`src/rtl/dmem_bridge_pkg.sv`:
```
// Shared encodings and lane helpers for the M-stage data-memory bridge.
// Access sizes, FSM states and store strobe/lane-data builders.
package dmem_bridge_pkg;

   localparam logic [1:0] SizeB = 2'b00;
   localparam logic [1:0] SizeH = 2'b01;
   localparam logic [1:0] SizeW = 2'b10;

   typedef enum logic [1:0] {
      StIdle = 2'd0,
      StReq  = 2'd1,
      StWait = 2'd2,
      StDone = 2'd3
   } state_e;

   // Low address bits after forcing natural alignment for the access size.
   function automatic logic [1:0] alignLow(input logic [1:0] size, input logic [1:0] low);
      case (size)
         SizeB:   alignLow = low;
         SizeH:   alignLow = {low[1], 1'b0};
         default: alignLow = 2'b00;
      endcase
   endfunction

   function automatic logic [3:0] strobes(input logic [1:0] size, input logic [1:0] low);
      case (size)
         SizeB:   strobes = 4'b0001 << low;
         SizeH:   strobes = 4'b0011 << {low[1], 1'b0};
         default: strobes = 4'b1111;
      endcase
   endfunction

   function automatic logic [31:0] laneData(input logic [1:0] size, input logic [31:0] wdata);
      case (size)
         SizeB:   laneData = {4{wdata[7:0]}};
         SizeH:   laneData = {2{wdata[15:0]}};
         default: laneData = wdata;
      endcase
   endfunction

endpackage

```
`src/rtl/dmem_bridge_load_ext.sv`:
```
// Load lane select and sign/zero extension for the bridge capture path.
module dmem_bridge_load_ext
   import dmem_bridge_pkg::*;
(
   input  logic [31:0] rdata,
   input  logic [1:0]  lane,
   input  logic [1:0]  size,
   input  logic        signExt,
   output logic [31:0] result
);

   logic [7:0]  byteSel;
   logic [15:0] halfSel;

   always_comb begin
      case (lane)
         2'd0:    byteSel = rdata[7:0];
         2'd1:    byteSel = rdata[15:8];
         2'd2:    byteSel = rdata[23:16];
         default: byteSel = rdata[31:24];
      endcase
      halfSel = lane[1] ? rdata[31:16] : rdata[15:0];
      case (size)
         SizeB:   result = {{24{signExt & byteSel[7]}}, byteSel};
         SizeH:   result = {{16{signExt & halfSel[15]}}, halfSel};
         default: result = rdata;
      endcase
   end

endmodule

```
`src/rtl/dmem_bridge.sv`:
```
// M-stage data-memory bridge: request/grant/response bus transaction with pipeline stall.
// Optional DMEM_ALIGN_CHECK_EN flags misaligned accesses instead of forcing alignment.
module dmem_bridge
   import dmem_bridge_pkg::*;
#(
   parameter int unsigned AW      = 32,
   parameter int unsigned TIMEOUT = 255
) (
   input  logic          clk,
   input  logic          rst,
   input  logic          memreadM,
   input  logic          memwriteM,
   input  logic [1:0]    sizeM,
   input  logic          signedM,
   input  logic [31:0]   addrM,
   input  logic [31:0]   wdataM,
   input  logic          holdM,
   output logic          stallM,
   output logic [31:0]   rdataM,
   output logic          adelM,
   output logic          adesM,
   output logic          buserrM,
   output logic          bus_req,
   output logic          bus_we,
   output logic [AW-1:0] bus_addr,
   output logic [3:0]    bus_wstrb,
   output logic [31:0]   bus_wdata,
   input  logic          bus_gnt,
   input  logic          bus_rvalid,
   input  logic [31:0]   bus_rdata
);

   localparam logic [7:0] CntLast = 8'(TIMEOUT - 1);

   state_e        stateQ, stateD;
   logic [1:0]    addrLowQ, sizeQ;
   logic          signedQ;
   logic [7:0]    cntQ;
   logic          busReqQ, busWeQ, buserrQ;
   logic [AW-1:0] busAddrQ;
   logic [3:0]    busWstrbQ;
   logic [31:0]   busWdataQ, rdataQ, extData;
   logic          memReq, misaligned;
   logic [1:0]    alignedLow;

   assign memReq     = memreadM | memwriteM;
   assign alignedLow = alignLow(sizeM, addrM[1:0]);

`ifdef DMEM_ALIGN_CHECK_EN
   assign misaligned = ((sizeM == SizeH) & addrM[0]) |
                       ((sizeM == SizeW) & (addrM[1:0] != 2'b00));
`else
   assign misaligned = 1'b0;
`endif

   dmem_bridge_load_ext loadExt (
      .rdata   (bus_rdata),
      .lane    (addrLowQ),
      .size    (sizeQ),
      .signExt (signedQ),
      .result  (extData)
   );

   always_ff @(posedge clk) begin
      if (!rst) stateQ <= StIdle;
      else      stateQ <= stateD;
   end

   always_comb begin
      stateD = stateQ;
      case (stateQ)
         StIdle:  if (memReq & ~misaligned) stateD = StReq;
         StReq:   if (bus_gnt) stateD = StWait;
         StWait:  if (bus_rvalid || (cntQ == CntLast)) stateD = StDone;
         StDone:  if (!holdM) stateD = StIdle;
         default: stateD = StIdle;
      endcase
   end

   always_comb begin
      stallM = (stateQ != StDone) & memReq & ~misaligned;
      adelM  = (stateQ == StIdle) & memreadM & misaligned;
      adesM  = (stateQ == StIdle) & memwriteM & misaligned;
   end

   always_ff @(posedge clk) begin
      if (!rst) begin
         addrLowQ  <= 2'b00;
         sizeQ     <= 2'b00;
         signedQ   <= 1'b0;
         cntQ      <= 8'd0;
         busReqQ   <= 1'b0;
         busWeQ    <= 1'b0;
         busAddrQ  <= '0;
         busWstrbQ <= 4'b0000;
         busWdataQ <= 32'd0;
         rdataQ    <= 32'd0;
         buserrQ   <= 1'b0;
      end else begin
         case (stateQ)
            StIdle: begin
               if (memReq & ~misaligned) begin
                  busReqQ   <= 1'b1;
                  busWeQ    <= memwriteM;
                  busAddrQ  <= {addrM[AW-1:2], 2'b00};
                  busWstrbQ <= strobes(sizeM, alignedLow);
                  busWdataQ <= laneData(sizeM, wdataM);
                  addrLowQ  <= alignedLow;
                  sizeQ     <= sizeM;
                  signedQ   <= signedM;
               end
            end
            StReq: begin
               if (bus_gnt) begin
                  busReqQ <= 1'b0;
                  cntQ    <= 8'd0;
               end
            end
            StWait: begin
               if (bus_rvalid) begin
                  rdataQ  <= extData;
                  buserrQ <= 1'b0;
               end else if (cntQ == CntLast) begin
                  rdataQ  <= 32'd0;
                  buserrQ <= 1'b1;
               end else begin
                  cntQ <= cntQ + 8'd1;
               end
            end
            StDone: begin
               // Error is reported only for the instruction that owns this DONE.
               if (!holdM) buserrQ <= 1'b0;
            end
            default: ;
         endcase
      end
   end

   assign rdataM    = rdataQ;
   assign buserrM   = buserrQ;
   assign bus_req   = busReqQ;
   assign bus_we    = busWeQ;
   assign bus_addr  = busAddrQ;
   assign bus_wstrb = busWstrbQ;
   assign bus_wdata = busWdataQ;

endmodule
```
`config.mk`:
```
export PLATFORM = sky130hd
export DESIGN_NAME = dmem_bridge
export DESIGN_NICKNAME = d
export VERILOG_FILES = /design/src/rtl/dmem_bridge_pkg.sv /design/src/rtl/dmem_bridge_load_ext.sv /design/src/rtl/dmem_bridge.sv
export SDC_FILE = /design/constraint.sdc
export NUM_CORES = 1
export LEC_CHECK = 0
export ABC_CLOCK_PERIOD_IN_PS = 2530
export CORE_ASPECT_RATIO = 1.75
export CORE_MARGIN = 3
export CORE_UTILIZATION = 45
export CTS_BUF_LIST = sky130_fd_sc_hd__clkbuf_4 sky130_fd_sc_hd__clkbuf_8
export DETAILED_ROUTE_END_ITERATION = 10
export PLACE_DENSITY = 0.83
export SLEW_MARGIN = 20
export SYNTH_ARGS = -nofsm -noshare
export SYNTH_HDL_FRONTEND = slang
export SYNTH_SLANG_ARGS = --single-unit
```
`constraint.sdc`:
```
create_clock -name clk -period 2.53 [get_ports clk]
set_input_delay 0.253 -clock clk [delete_from_list [all_inputs] [get_ports clk]]
set_output_delay 0.253 -clock clk [all_outputs]
set_load 0.005 [all_outputs]
```
==> impl_metrics.yaml <==
outcome:
  status: "finished, final reports clean"
placement:
  dp_hpwl_um: 12860
  post_dp_cell_area_um2: 7677
  io_buffers: 207
  place_congestion: 0.8977
logic_synthesis:
  synth_cell_type_count: 57
  syn_area_um2: 5448
  synth-edff-count: 0
  synth_warnings: 0
  synthAdderAreaFrac: 0.01608
  ys_ff_latch: 116
  synth_compound_area_frac: 0.2823
  synth_xor_xnor_area_share: 0.003215
  avgSynthCellArea_um2: 8.716
  async_reset_ff_frac: 0
  synth_mux_area_frac: 0.05627
  synth_top_family_by_area: "compound AO/OA/AOI/OAI gates"
  synth-main-ff-cell: "dfxtp_1"
  ys_seq_area_frac: 0.4263
  synthSimpleGateAreaFrac: 0.1621
  synthCells: 625
power_and_ir_drop:
  ir_drop_uv: 547.0
  p_per_area_nw_per_um2: 852.3
  power_leakage_nw: 3.184
  power.total_w: 0.006941
routing:
  totalWireLength_um: 17100
  drc: 0
  antenna_left: 0
  dr.first_iter.drc_count: 206
  wl_per_cell_um: 17.59
  first_pass_iters: 4
  vias_per_cell: 5.623
  routed-via-count: 5466
global_routing:
  gr-total-overflow: 0
  grt_pass1_wl_um: 26390
  antenna_found_initial: 0
  grt.total_usage: 0.2505
  grt_pass1_vias: 5530
  grt_max_degree: 80
sta:
  timing.slew.headroom: 0.4221
  fin_skew_ps: 12.24
  hold_viol_final: 0
  finalMaxSlewViolations: 0
  max_freq_mhz: 490.6
  setup_viol: 0
  min_period_over_period: 0.8057
  rsz0062_at_grt: "false"
  worst_pin_slew_ps: 865.1
  period_needed_ps: 2038
  setup-tns-final_ps: 0
floorplanning:
  rows: 52
  ioPinCount: 212
  die_area_um2: 13510
  start_util: 0.4652
  die_w_um: 89.17
  core_area_um2: 11710
  die_y_um: 151.6
layout:
  final_util: 0.6954
  nets: 937
  final_area_um2: 8144
  fillers: 933
  drive_gt1_frac: 0.09558
  regArea_um2: 2322
  area_growth_pct: 49.49
  multi_input_area_um2: 2869
  antenna-diode-count: 0
worst_setup_path:
  path_cells: "inv_1 -> ha_1 -> nand4_1 -> o21ai_0 -> nor2b_2 -> buf_4 -> a221o_1"
  cp-start-kind: "flop"
  crit_family: "compound AO/OA/AOI/OAI gates"
  slowest_stage: "a221o_1"
  critPathBufInv: 2
  arrival_ps: 2350
  critPathRequiredTime_ps: 2840
  cp_max_fo: 32
  endpoint_kind: "flop"
  path_class: "reg2reg"
  slowest_delay_ps: 380
clock_network:
  hold_buffers: 0
  cts_resized: 0
  clock_path_buffers: 2
  h-tree-depth: 4
  clkLatencyLatePin_ps: 420
  clk_pin_slew_ps: 70
  postCtsSetupBuffers: 0
  cts_buffers: 17
  cts_sinks: 116
  cts_tree: "done"
  root_buffer: "clkbuf_8"
flow_run:
  drv_cap: 0
worst_hold_path:
  hp-class: "in2reg"
-- tightest hold or removal path, delay by kind of cell --
kind	cells	cell delay (ps)
AND/OR/NAND/NOR	1	50
AO/OA/AOI/OAI	2	190
buffers and inverters	1	140
-- area by class of cell --
cell class                 instances  share of cell area
clock buffer                      20             0.03226
clock inverter                    12             0.02504
timing repair buffer             231              0.2790
sequential                       116              0.2851
inverter                          12            0.005531
tap                              135             0.02074
multi-input combinational        446              0.3523
-- flip-flops by register name (all words and copies together), names as in the netlist --
register	flops
addrLowQ	2
bus_addr	30
bus_req	1
bus_wdata	32
bus_we	1
bus_wstrb	4
buserrM	1
cntQ	8
rdataM	32
signedQ	1
sizeQ	2
stateQ	2
-- routing by layer --
metal | track usage | part of all wire
met1 | 0.2414 | 0.34
met2 | 0.4564 | 0.54
met3 | 0.07738 | 0.069
met5 | 0 | 0
met4 | 0.1386 | 0.042
-- cells by family (layout without fill, tap and decap cells) --
| family | count (synthesis) | in the layout |
|---|---|---|
| muxes | 29 | 29 |
| adders and majority gates | 7 | 7 |
| and+or+nand+nor | 196 | 196 |
| DFF | 116 | 116 |
| xor gates and xnor gates | 2 | 2 |
| buffers and inverters | 66 | 275 |
| other | 1 | 4 |
| AOI/OAI and AO/OA | 208 | 208 |
-- metrics by stage --
stage | setup WS, ps | hold slack, ps | std cells
5_1_grt | 379.1 | 267.9 | 972
4_1_cts | 493.6 | 217.5 | 972
3_3_place_gp | 515.1 | 444.3 | 940
3_5_place_dp | 440.5 | 449.0 | 940
2_1_floorplan | 774.4 | 397.9 | 628
6_report | 491.7 | 258.5 | 972
-- worst paths after layout --
path	start	to	slack (ps)	cells past startpoint
setup / recovery	stateQ[0]	rdataM[15]	490	7
hold / removal	rst	cntQ[7]	260	4
setup reg to reg	stateQ[0]	rdataM[15]	490	7
hold reg to reg	bus_wdata[4]	bus_wdata[4]	460	2
-- cells in the mapped netlist, drive strengths merged, types with 3 or more instances --
library cell  count  area (µm²)
or4               6       52.55
o2bb2ai          24       210.2
o21a              9       67.56
o31ai             4       43.79
o211ai           10       88.83
dfxtp           116        2322
mux2i            19       190.2
clkbuf           30       112.6
a21oi            31       155.2
ha                7       87.58
nor2b             6       37.54
o211a            16       160.2
nand3            14       75.07
o21ai            34       170.2
mux2             10       116.4
nor2             14       52.55
a31oi             3       18.77
nand2           133       499.2
a311o             6       60.06
a21boi           53       397.9
a32o              6       60.06
buf              24       131.4
inv              10       37.54
nand2b            3       18.77
nor3b             6       45.04
-- report_power, final --
| group | switching, W | internal (W) | leakage [nW] |
|---|---|---|---|
| clock | 0.000757 | 0.00122 | 0.226 |
| combinational | 0.00118 | 0.00134 | 2.01 |
| sequential | 0.000236 | 0.00220 | 0.950 |
| total | 0.00217 | 0.00477 | 3.18 |
-- placed cells by master (no fill, tap or decap), types with 7 or more instances in the layout --
master,count
inv_1,10
o2bb2ai_1,24
mux2_2,9
mux2i_1,19
nand3_1,13
nor2_1,14
o21ai_0,32
ha_1,7
buf_4,22
a21boi_0,53
o21a_1,9
dfxtp_1,116
clkbuf_8,18
nand2_1,133
o211ai_1,9
clkdlybuf4s50_1,206
a21oi_1,31
o211a_1,16
(Power assumes the default switching activity.)
